==> config.mk <==
export PLATFORM = sky130hd
export DESIGN_NAME = alu_seq
export DESIGN_NICKNAME = d
export VERILOG_FILES = /design/src/rtl/alu_seq.sv
export SDC_FILE = /design/constraint.sdc
export NUM_CORES = 1
export LEC_CHECK = 0
export CORE_MARGIN = 1
export CORE_UTILIZATION = 50
export DETAILED_ROUTE_END_ITERATION = 8
export GPL_ROUTABILITY_DRIVEN = 0
export MAX_ROUTING_LAYER = met4
export PLACE_DENSITY = 0.7
export SYNTH_ARGS = -nofsm -noshare
export SYNTH_HDL_FRONTEND = slang
export SYNTH_SLANG_ARGS = --single-unit
==> constraint.sdc <==
create_clock -name clk -period 10.6 [get_ports clk]
set_clock_uncertainty 0.15 [all_clocks]
set_input_delay 2.12 -clock clk [delete_from_list [all_inputs] [get_ports clk]]
set_output_delay 2.12 -clock clk [all_outputs]
set_load 0.05 [all_outputs]
==> src/rtl/alu_seq.sv <==
// Multi-cycle unsigned ALU: single-cycle ADD/SUB/NAND/LT/LTE, iterative
// shift-add MULT and restoring DIV/MOD behind a start/busy/done handshake.
module alu_seq #(
  parameter int WIDTH = 16,
  parameter int STEPS = 16
) (
  input  logic             clk,
  input  logic             reset,
  input  logic             start,
  input  logic [2:0]       alu_op,
  input  logic [WIDTH-1:0] operand_a,
  input  logic [WIDTH-1:0] operand_b,
  output logic             busy,
  output logic             done,
  output logic [WIDTH-1:0] result,
  output logic [WIDTH-1:0] alu_status,
  output logic             zero_flag,
  output logic             carry_flag
);

  localparam int CW = (STEPS > 1) ? $clog2(STEPS) : 1;

  typedef enum logic [1:0] {S_IDLE, S_MUL, S_DIV, S_DONE} state_t;
  typedef enum logic [2:0] {
    OP_ADD, OP_SUB, OP_MULT, OP_NAND, OP_DIV, OP_MOD, OP_LT, OP_LTE
  } op_t;

  state_t             state;
  op_t                op_q;
  op_t                op_in;
  logic [CW-1:0]      count;
  logic [2*WIDTH-1:0] mcand, prod, prod_nxt;
  logic [WIDTH-1:0]   mplier, divisor, quot, rem, quot_nxt, rem_nxt;
  logic [WIDTH:0]     sum_ext, diff_ext, rem_shift, rem_trial;
  logic [WIDTH-1:0]   fin_val;
  logic               fin_carry, finish, last_step;

  assign op_in     = op_t'(alu_op);
  assign sum_ext   = {1'b0, operand_a} + {1'b0, operand_b};
  assign diff_ext  = {1'b0, operand_a} - {1'b0, operand_b};
  assign last_step = (count == CW'(STEPS - 1));

  // One iteration step of each engine; used both for state update and for
  // registering the final answer on the last step.
  assign prod_nxt  = mplier[0] ? prod + mcand : prod;
  assign rem_shift = {rem, quot[WIDTH-1]};
  assign rem_trial = rem_shift - {1'b0, divisor};

  always_comb begin
    // NOTE: every output of this block gets a default first, so no path can infer a latch.
    rem_nxt  = rem_shift[WIDTH-1:0];
    quot_nxt = {quot[WIDTH-2:0], 1'b0};
    if (!rem_trial[WIDTH]) begin
      rem_nxt  = rem_trial[WIDTH-1:0];
      quot_nxt = {quot[WIDTH-2:0], 1'b1};
    end
  end

  // Value and carry registered on the edge that enters DONE.
  always_comb begin
    fin_val   = '0;
    fin_carry = 1'b0;
    finish    = 1'b0;
    case (state)
      S_IDLE: if (start) begin
        finish = 1'b1;
        case (op_in)
          OP_ADD:  begin fin_val = sum_ext[WIDTH-1:0];  fin_carry = sum_ext[WIDTH];  end
          OP_SUB:  begin fin_val = diff_ext[WIDTH-1:0]; fin_carry = diff_ext[WIDTH]; end
          OP_MULT: finish = 1'b0;
          OP_NAND: fin_val = ~(operand_a & operand_b);
          OP_DIV:  if (operand_b != '0) finish = 1'b0;
                   else begin fin_val = '1; fin_carry = 1'b1; end
          OP_MOD:  if (operand_b != '0) finish = 1'b0;
                   else begin fin_val = operand_a; fin_carry = 1'b1; end
          OP_LT:   fin_val = WIDTH'(operand_a < operand_b);
          OP_LTE:  fin_val = WIDTH'(operand_a <= operand_b);
          default: ;
        endcase
      end
      S_MUL: if (last_step) begin
        finish    = 1'b1;
        fin_val   = prod_nxt[WIDTH-1:0];
        fin_carry = |prod_nxt[2*WIDTH-1:WIDTH];
      end
      S_DIV: if (last_step) begin
        finish  = 1'b1;
        fin_val = (op_q == OP_MOD) ? rem_nxt : quot_nxt;
      end
      default: ;
    endcase
  end

  always_ff @(posedge clk) begin
    if (reset) begin
      // NOTE: datapath registers are cleared along with control so an aborted op leaves nothing behind.
      state      <= S_IDLE;
      op_q       <= OP_ADD;
      count      <= '0;
      mcand      <= '0;
      mplier     <= '0;
      prod       <= '0;
      divisor    <= '0;
      quot       <= '0;
      rem        <= '0;
      busy       <= 1'b0;
      done       <= 1'b0;
      result     <= '0;
      alu_status <= '0;
      zero_flag  <= 1'b1;
      carry_flag <= 1'b0;
    end else begin
      // NOTE: non-blocking assignments throughout, so every register sees pre-edge values.
      done <= 1'b0;
      if (finish) begin
        result     <= fin_val;
        alu_status <= fin_val;
        zero_flag  <= (fin_val == '0);
        carry_flag <= fin_carry;
        done       <= 1'b1;
        busy       <= 1'b0;
        state      <= S_DONE;
      end
      case (state)
        S_IDLE: if (start) begin
          op_q  <= op_in;
          count <= '0;
          if (!finish) begin
            busy <= 1'b1;
            if (op_in == OP_MULT) begin
              mcand  <= {{WIDTH{1'b0}}, operand_a};
              mplier <= operand_b;
              prod   <= '0;
              state  <= S_MUL;
            end else begin
              quot    <= operand_a;
              divisor <= operand_b;
              rem     <= '0;
              state   <= S_DIV;
            end
          end
        end
        S_MUL: begin
          prod   <= prod_nxt;
          mcand  <= mcand << 1;
          mplier <= mplier >> 1;
          count  <= count + CW'(1);
        end
        S_DIV: begin
          quot  <= quot_nxt;
          rem   <= rem_nxt;
          count <= count + CW'(1);
        end
        S_DONE: state <= S_IDLE;
        default: state <= S_IDLE;
      endcase
    end
  end

endmodule

==> results.json <==
{
  "status": "complete, no violations",
  "layout_commonest_cell": "nor2_1",
  "synth_seq_cells": 157,
  "cts_setup_buffers": 0,
  "grt_pass1_vias": 11290,
  "antenna_found_initial": 0,
  "avgSynthCellArea_sq_um": 7.55,
  "synth-xor-area-share": 0.0338,
  "synth_compound_area_frac": 0.276,
  "clockBufferDepth": 2,
  "cp.required_ps": 10730,
  "synth_top_family_by_area": "compound AO/OA/AOI/OAI gates",
  "chipHeight_um": 158,
  "fmax_mhz": 149,
  "timing.final.max_slew_violations": 0,
  "placed_area_sq_um": 12900,
  "synth_cell_types": 92,
  "cts-root-buf": "clkbuf_16",
  "grt_max_degree": 91,
  "cts_sinks": 157,
  "overflow": 0,
  "startpoint_type": "primary input",
  "antennaDiodeCount": 0,
  "ys_warn_count": 0,
  "drv_cap": 0,
  "synthSimpleGateAreaFrac": 0.215,
  "final_cell_mix": "219 x nor2_1, 157 x dfxtp_1, 143 x nand2_1",
  "hold_buffers": 0,
  "rsz0062_at_grt": "no",
  "num_vias": 12389,
  "synth-adder-area-share": 0.0927,
  "drtIter0Drc": 1508,
  "start_util": 0.515,
  "num_rows": 56,
  "clk_pin_slew_ps": 70,
  "cp.arrival_ps": 6860,
  "drive_gt1_frac": 0.0469,
  "cellPowerDensity_nw_per_um2": 228,
  "fin_setup_tns_ps": 0,
  "coreArea_sq_um": 23700,
  "htree_levels": 4,
  "syn2layout_area_growth_pct": 10.7,
  "post-route-min-period_ps": 6730,
  "min_path_type": "reg2reg",
  "vias_per_cell": 6.39,
  "synthFlopType": "dfxtp_1",
  "finish.cell_count_without_fillers": 1939,
  "irDropWorstVdd_v": 0.000249,
  "critical_path_class": "in2reg",
  "port_buffers": 73,
  "setup_viol": 0,
  "antenna_left": 0,
  "die_area_sq_um": 25000,
  "tightestPinTransition_ps": 1210,
  "p_leak_nw": 5.06,
  "postLayoutCoreUtil": 0.570,
  "cts_buffers": 17,
  "synth_cells": 1617,
  "relSlewSlack": 0.192,
  "cp_max_fo": 34,
  "wire_per_inst_um": 20.7,
  "nets": 1733,
  "fp.dieW_um": 158,
  "wirelength_um": 40200,
  "synth_edf_count": 0,
  "dr.pass1.iters": 7,
  "track_usage": 0.332,
  "period_share": 0.635,
  "syn-cell-area_sq_um": 12200,
  "dp_hpwl_um": 29500,
  "place_inst": 1907,
  "num_io_pins": 74,
  "p_total_mw": 3.08,
  "drc": 0,
  "syn_nets": 1743,
  "cts_resized": 0,
  "yosysSeqAreaShare": 0.258,
  "cts_tree": "done",
  "muxShareOfSynthArea": 0.0614,
  "insertion_delay_ps": 430,
  "postLayoutCellArea_sq_um": 13500,
  "hold_viol_final": 0,
  "critPathCaptureType": "flip-flop",
  "async_reset_ff_frac": 0,
  "grt_pass1_wl_um": 62100
}
==> critical path, stage by stage <==
cell,delay [ps]
clkdlybuf4s50_1,450
buf_4,310
nor2_1,100
and2_1,230
nor2_1,720
nand2_1,200
a21o_1,430
nand2_1,910
nand2_1,900
o211ai_1,350
a21oi_1,120
==> cell type report <==
cell class | instances | area, sq um
clock buffer | 19 | 453
clock inverter | 13 | 154
tap | 319 | 399
multi-input combinational | 1281 | 8310
timing repair buffer | 83 | 803
inverter | 67 | 251
fill | 2290 | 10200
sequential | 157 | 3140
==> stage by stage <==
step / hold WS, ps / worst slack [ps]
2_1_floorplan: 282 / 5700
3_3_place_gp: 292 / 3710
3_5_place_dp: 300 / 3600
4_1_cts: 309 / 4050
5_1_grt: 332 / 3530
6_report: 310 / 3870
==> where the power goes <==
part           switching, mW  leakage [nW]  total, mW  internal [mW]
logic                   1.04          3.50       1.64          0.597
clock network          0.280         0.285      0.645          0.365
registers             0.0911          1.28      0.791          0.700
==> sequential cells by signal (all words and copies together), names as in the netlist <==
signal,flops
zero_flag,1
count,4
prod,32
state,2
busy,1
rem,16
mcand,32
op_q,3
done,1
alu_status,16
quot,16
carry_flag,1
mplier,16
divisor,16
==> cell families (layout without fill, tap and decap cells) <==
kind of cell               count (synthesis)  after routing
muxes                                     74             74
AOI/OAI and AO/OA                        500            500
adders and majority gates                 88             88
DFF                                      157            157
and+or+nand+nor                          574            574
buffers and inverters                    179            182
xor gates and xnor gates                  45             45
==> synth_stat cells (5+ instances only) <==
cell / instances / area (sq um)
mux2i_1: 70 / 701
and3_1: 14 / 87.6
o2111ai_1: 5 / 43.8
o21bai_1: 13 / 97.6
a22oi_1: 22 / 165
o211ai_1: 15 / 113
or3_1: 5 / 31.3
clkbuf_1: 69 / 259
nand4_1: 16 / 100
nand2_1: 143 / 537
ha_1: 84 / 1050
o21ai_0: 77 / 385
o22ai_1: 5 / 31.3
a21o_1: 19 / 143
o31ai_1: 9 / 67.6
o221ai_1: 5 / 43.8
buf_4: 17 / 128
dfxtp_1: 157 / 3140
nand3_1: 45 / 225
a211o_1: 7 / 61.3
a21oi_1: 134 / 671
inv_1: 65 / 244
nand2b_1: 26 / 163
nor2b_1: 14 / 87.6
o21a_1: 17 / 128
or2_2: 6 / 37.5
nor4_1: 14 / 87.6
xor2_1: 13 / 114
a32oi_1: 5 / 43.8
buf_1: 11 / 41.3
xnor2_1: 31 / 272
and2_1: 8 / 50.1
a211oi_1: 71 / 533
nor2_1: 219 / 822
a221oi_1: 8 / 70.1
nor3_1: 39 / 195
nand3b_1: 9 / 67.6
buf_2: 13 / 65.1
a31oi_1: 27 / 169
==> path summary, 6_finish.rpt <==
check	from	to	slack, ps	cells past startpoint
worst min register to register	divisor[15]	divisor[15]	310	2
worst max-delay path	alu_op[0]	quot[0]	3870	11
worst min-delay path	divisor[15]	divisor[15]	310	2
worst max register to register	state[1]	quot[0]	5560	10
==> metal layers <==
layer | vias to the layer above | track usage | wire (um)
met4 | 0 | 0.152 | 1620
met3 | 111 | 0.0438 | 3310
met1 | 5784 | 0.439 | 17400
met2 | 629 | 0.501 | 17900
met5 | - | - | 0
li1 | 5865 | - | -
Note: power is estimated with default switching activity, not from simulation.
